===== config.mk =====
export PLATFORM = sky130hd
export DESIGN_NAME = pwm_multi_channel
export DESIGN_NICKNAME = d
export VERILOG_FILES = /design/src/rtl/pwm_pkg.sv /design/src/rtl/pwm_prescaler.sv /design/src/rtl/pwm_multi_channel.sv
export SDC_FILE = /design/constraint.sdc
export NUM_CORES = 1
export LEC_CHECK = 0
export CORE_UTILIZATION = 45
export DETAILED_ROUTE_END_ITERATION = 10
export DONT_BUFFER_PORTS = 1
export PLACE_DENSITY = 0.72
export SYNTH_ARGS = -nofsm -noshare
export SYNTH_HDL_FRONTEND = slang
export SYNTH_SLANG_ARGS = --single-unit
export TNS_END_PERCENT = 5

===== constraint.sdc =====
create_clock -name clk -period 2.49 [get_ports clk]
set_input_delay 0.498 -clock clk [delete_from_list [all_inputs] [get_ports clk]]
set_output_delay 0.498 -clock clk [all_outputs]
set_load 0.03 [all_outputs]

===== src/rtl/pwm_pkg.sv =====
// Shared types and width helpers for the multi-channel PWM generator.
package pwm_pkg;

    typedef enum logic {
        PWM_EDGE   = 1'b0,
        PWM_CENTER = 1'b1
    } pwm_mode_e;

    typedef enum logic {
        DIR_UP   = 1'b0,
        DIR_DOWN = 1'b1
    } pwm_dir_e;

    // Channel index width; a single channel still needs one address bit.
    function automatic int ch_idx_w(input int num_ch);
        return (num_ch > 1) ? $clog2(num_ch) : 1;
    endfunction

endpackage


===== src/rtl/pwm_prescaler.sv =====
// Clock prescaler: one-cycle tick every max(div,1) clocks, tolerant of div shrinking mid-count.
module pwm_prescaler #(
    parameter int DIV_W = 16
) (
    input  logic             clk,
    input  logic             rst_n,
    input  logic [DIV_W-1:0] div,
    output logic             tick
);

    logic [DIV_W-1:0] cnt_q;
    logic [DIV_W-1:0] cnt_d;
    logic [DIV_W-1:0] last_s;

    // Terminal count and wrap; >= catches a divider lowered below the running count.
    always_comb begin
        last_s = '0;
        tick   = 1'b0;
        cnt_d  = cnt_q;
        if (div == '0) begin
            last_s = '0;
        end else begin
            last_s = div - DIV_W'(1);
        end
        tick = (cnt_q >= last_s);
        if (tick) begin
            cnt_d = '0;
        end else begin
            cnt_d = cnt_q + DIV_W'(1);
        end
    end

    // Prescaler count register.
    always_ff @(posedge clk or negedge rst_n) begin
        if (!rst_n) begin
            cnt_q <= '0;
        end else begin
            cnt_q <= cnt_d;
        end
    end

endmodule


===== src/rtl/pwm_multi_channel.sv =====
// Multi-channel PWM: shared edge/center counter, per-channel shadowed duty and registered compare.
module pwm_multi_channel
    import pwm_pkg::*;
#(
    parameter int NUM_CH = 16,
    parameter int RES_W  = 8,
    parameter int DIV_W  = 16
) (
    input  logic                          clk,
    input  logic                          rst_n,
    input  logic [NUM_CH-1:0]             en_out,
    input  logic [NUM_CH-1:0]             en_pwm,
    input  logic [DIV_W-1:0]              prescale_div,
    input  logic                          center_mode,
    input  logic                          duty_wr_en,
    input  logic [ch_idx_w(NUM_CH)-1:0]   duty_wr_ch,
    input  logic [RES_W-1:0]              duty_wr_data,
    output logic [NUM_CH-1:0]             out,
    output logic                          period_start
);

    localparam int               CH_IDX_W = ch_idx_w(NUM_CH);
    localparam logic [RES_W-1:0] MAX      = {RES_W{1'b1}};

    logic             tick_s;
    logic             boundary_s;
    logic [RES_W-1:0] cnt_q, cnt_d;
    pwm_dir_e         dir_q, dir_d;
    pwm_mode_e        mode_q, mode_d;
    logic             period_start_q;

    pwm_prescaler #(.DIV_W(DIV_W)) u_prescaler (
        .clk   (clk),
        .rst_n (rst_n),
        .div   (prescale_div),
        .tick  (tick_s)
    );

    // Counter/direction next state; every boundary restarts at 0 counting up in the newly latched mode.
    always_comb begin
        cnt_d      = cnt_q;
        dir_d      = dir_q;
        mode_d     = mode_q;
        boundary_s = 1'b0;
        if (tick_s) begin
            case (mode_q)
                PWM_EDGE: begin
                    boundary_s = (cnt_q == MAX);
                    cnt_d      = cnt_q + RES_W'(1);
                end
                PWM_CENTER: begin
                    if (dir_q == DIR_UP) begin
                        if (cnt_q == MAX) begin
                            dir_d = DIR_DOWN;
                            cnt_d = cnt_q - RES_W'(1);
                        end else begin
                            cnt_d = cnt_q + RES_W'(1);
                        end
                    end else begin
                        boundary_s = (cnt_q <= RES_W'(1));
                        cnt_d      = cnt_q - RES_W'(1);
                    end
                end
                default: begin
                    boundary_s = 1'b1;
                end
            endcase
            if (boundary_s) begin
                cnt_d  = '0;
                dir_d  = DIR_UP;
                mode_d = center_mode ? PWM_CENTER : PWM_EDGE;
            end else begin
                mode_d = mode_q;
            end
        end else begin
            boundary_s = 1'b0;
        end
    end

    // Counter state and boundary pulse registers.
    always_ff @(posedge clk or negedge rst_n) begin
        if (!rst_n) begin
            cnt_q          <= '0;
            dir_q          <= DIR_UP;
            mode_q         <= PWM_EDGE;
            period_start_q <= 1'b0;
        end else begin
            cnt_q          <= cnt_d;
            dir_q          <= dir_d;
            mode_q         <= mode_d;
            period_start_q <= boundary_s;
        end
    end

    assign period_start = period_start_q;

    for (genvar i = 0; i < NUM_CH; i++) begin : g_ch
        logic [RES_W-1:0] shadow_q;
        logic [RES_W-1:0] active_q;
        logic             out_q;
        logic             out_d;
        logic             wr_hit_s;

        // Indices beyond NUM_CH match no channel, so such writes are dropped.
        assign wr_hit_s = duty_wr_en && (duty_wr_ch == CH_IDX_W'(i));

        // Output enable wins, then static-on, then the duty compare with full-on/off extremes.
        always_comb begin
            out_d = 1'b0;
            if (!en_out[i]) begin
                out_d = 1'b0;
            end else if (!en_pwm[i]) begin
                out_d = 1'b1;
            end else if (active_q == MAX) begin
                out_d = 1'b1;
            end else if (active_q == '0) begin
                out_d = 1'b0;
            end else begin
                out_d = (cnt_q < active_q);
            end
        end

        // Shadow takes writes; active copies the pre-write shadow only at a boundary.
        always_ff @(posedge clk or negedge rst_n) begin
            if (!rst_n) begin
                shadow_q <= '0;
                active_q <= '0;
                out_q    <= 1'b0;
            end else begin
                if (wr_hit_s) begin
                    shadow_q <= duty_wr_data;
                end
                if (boundary_s) begin
                    active_q <= shadow_q;
                end
                out_q <= out_d;
            end
        end

        assign out[i] = out_q;
    end

endmodule


==> flow_summary.json <==
{
  "gp_congestion": 0.833,
  "cp.required_ns": 2.93,
  "fin_ws_ns": -0.549,
  "clock_sinks": 299,
  "area_delta_synth_final_pct": 14.7,
  "vias": 11499,
  "fin_skew_ns": 0.0142,
  "relSlewSlack_pct": 26.4,
  "cts.htree.levels": 1,
  "design_area_um2": 17900,
  "powerDensity_nw_per_um2": 719,
  "nFillCells": 2860,
  "worstSkewPairLatency_ns": 0.56,
  "vias_per_cell": 5.79,
  "place_area_um2": 16400,
  "drt_wl_total_um": 38400,
  "synth_ff_type": "dfrtp_1",
  "finalCritPeriodShare_pct": 122,
  "synth_area_um2": 15600,
  "min_period_ns": 3.04,
  "antenna_left": 0,
  "hold_path.class": "in2async",
  "fmax_ghz": 0.329,
  "vdd_drop_max_uv": 540,
  "grt_use_total_pct": 21.8,
  "die_area_um2": 35400,
  "synth_edf_count": 0,
  "portBuffers": 0,
  "yosys_warnings": 0,
  "ys_seq_elements": 299,
  "rsz0062_at_grt": "yes",
  "drc": 0,
  "rr_worst_depth": 9,
  "dp.cells": 1921,
  "wire_per_inst_um": 19.4,
  "holdWs_ns": -0.360,
  "synth_nets": 1683,
  "cts_tree": "built",
  "boundaryPins": 81,
  "start_util_pct": 46.2,
  "die_x_um": 188,
  "drv_slew": 0,
  "synth_common_cells": "dfrtp_1 (299), o21ai_0 (158), mux2_2 (144)",
  "finalPower_mw": 12.9,
  "row_count": 67,
  "grt_max_degree": 300,
  "cts_buffers": 31,
  "pre_cts_ws_ns": -1.20,
  "failed_checks": "negative hold slack, negative setup slack",
  "avgSynthCellArea_um2": 10.5,
  "instances_no_fill": 1985,
  "yosysTopAreaCellShare_pct": 48.0,
  "fin_tns_setup_ns": -60.93,
  "dr.first_iter.drc_count": 843,
  "synth.most_common_cell": "dfrtp_1",
  "ys_seq_area_share_pct": 48.0,
  "path_class": "in2reg",
  "startpoint_type": "input pin",
  "finalSetupViolCount": 155,
  "cp_data_arrival_time_ns": 3.48,
  "drv_cap": 0,
  "final_layout_size_suffix_gt1_share_pct": 22.0,
  "synth_top_area_cell": "dfrtp_1",
  "clock-root-buffer": "clkbuf_16",
  "synthArstFlopShare_pct": 100,
  "synth_area_leaders": "dfrtp_1 (48%), ha_1 (11%), mux2_2 (10%)",
  "worstSetupEndpointType": "flop",
  "grt_pass1_wl_um": 61800,
  "grt_pass1_vias": 11685,
  "outcome": "finished, violations left",
  "synthCells": 1485,
  "power.leakage_nw": 8.44,
  "clk_pin_slew_ns": 0.06,
  "hpwl_um": 24800,
  "worst_pin_slew_ns": 1.10,
  "die_y_um": 188,
  "rr_startpoint": "u_prescaler.cnt_q[0]",
  "antenna_found_initial": 4,
  "crit_path_start": "prescale_div[5]",
  "nets": 1708,
  "grt_overflow": 0,
  "drtPass1Iterations": 5,
  "worstPathMaxFanout": 20,
  "finalHoldViolations": 299,
  "fin_util_pct": 53.0,
  "clockBufferDepth": 3,
  "core_area_um2": 33800,
  "synth_cell_types": 47
}
critical path, stage by stage:
cell	delay [ns]
or4_4	0.54
nor4_4	0.22
nand2_2	0.14
nor4_2	0.18
xor2_1	0.18
nand2_1	0.07
ha_1	0.28
nand4_1	0.15
buf_4	0.18
a21oi_2	0.15
a211o_4	0.16
and2_4	0.18
buf_12	0.17
mux2_2	0.36
logic make-up (layout without fill, tap and decap cells):
group	Yosys count	count (layout)	share of synthesized area, %
compound gates	298	298	11.0
xor+xnor	28	28	1.57
fa+ha+maj	134	134	10.7
buf+inv	197	246	5.50
flops	299	299	48.0
mux	145	145	10.5
other cells	0	3	0
simple gates	384	384	12.8
power by group:
group | internal (mW) | switching, mW
combinational | 1.07 | 1.19
sequential | 5.46 | 0.402
clock | 2.81 | 1.93
layout make-up:
class / count / area (um2) / area share, %
Multi-Input combinational cell: 989 / 7600 / 42.5
Inverter: 120 / 450 / 2.52
Sequential cell: 299 / 7480 / 41.8
Antenna cell: 3 / 7.51 / 0.0420
Clock inverter: 15 / 171 / 0.958
Tap cell: 448 / 561 / 3.13
Clock buffer: 42 / 887 / 4.96
Timing Repair Buffer: 69 / 737 / 4.12
flip-flops by register name, summed over array words and instances (netlist names):
signal	flops
g_ch.active_q	128
g_ch.shadow_q	128
g_ch.out_q	16
u_prescaler.cnt_q	16
cnt_q	8
dir_q	1
mode_q	1
period_start	1
routing by layer:
layer | global-route usage (%) | vias to the layer above | share of wire, %
li1 | - | 5387 | -
met1 | 28.7 | 5756 | 44
met2 | 36.4 | 283 | 48
met3 | 4.10 | 71 | 5.3
met4 | 6.25 | 2 | 2.6
met5 | 0 | - | 0.049
path summary, 6_finish.rpt:
| path | to | slack [ns] |
|---|---|---|
| worst max-delay path | g_ch[7].active_q[0] | -0.55 |
| worst min-delay path | g_ch[11].shadow_q[6] | -0.36 |
| worst max register to register | g_ch[3].active_q[0] | 0.07 |
| worst min register to register | g_ch[8].active_q[2] | 0.50 |
| max in group asynchronous | g_ch[12].shadow_q[4] | 1.95 |
| min in group clk | g_ch[7].out_q | 0.07 |
layout by cell type (no fill, tap or decap), drive strengths merged, types with 6 or more instances in the layout:
| cell | synthesis | routed |
|---|---|---|
| ha | 134 | 134 |
| o31ai | 6 | 6 |
| clkbuf | 35 | 43 |
| clkinv | 0 | 9 |
| o21ai | 187 | 187 |
| and3 | 20 | 20 |
| nand2b | 9 | 9 |
| xnor2 | 10 | 10 |
| nand2 | 56 | 56 |
| a21oi | 37 | 37 |
| nor4 | 37 | 37 |
| mux2 | 145 | 145 |
| a21boi | 16 | 16 |
| buf | 42 | 68 |
| inv | 120 | 122 |
| nor2 | 59 | 59 |
| o21a | 17 | 17 |
| nand3 | 125 | 125 |
| nand3b | 18 | 18 |
| dfrtp | 299 | 299 |
| nor3 | 7 | 7 |
| nand4 | 39 | 39 |
| xor2 | 18 | 18 |
| a221oi | 16 | 16 |
what timing repair did:
item                       4_1_cts  5_1_grt
hold endpoints to repair       299      299
cloned                           0        1
setup endpoints to repair      155      155
setup buffers                    2        1
resized for setup               82       85
pin swaps                        6        2
Note: power is estimated with default switching activity, not from simulation.
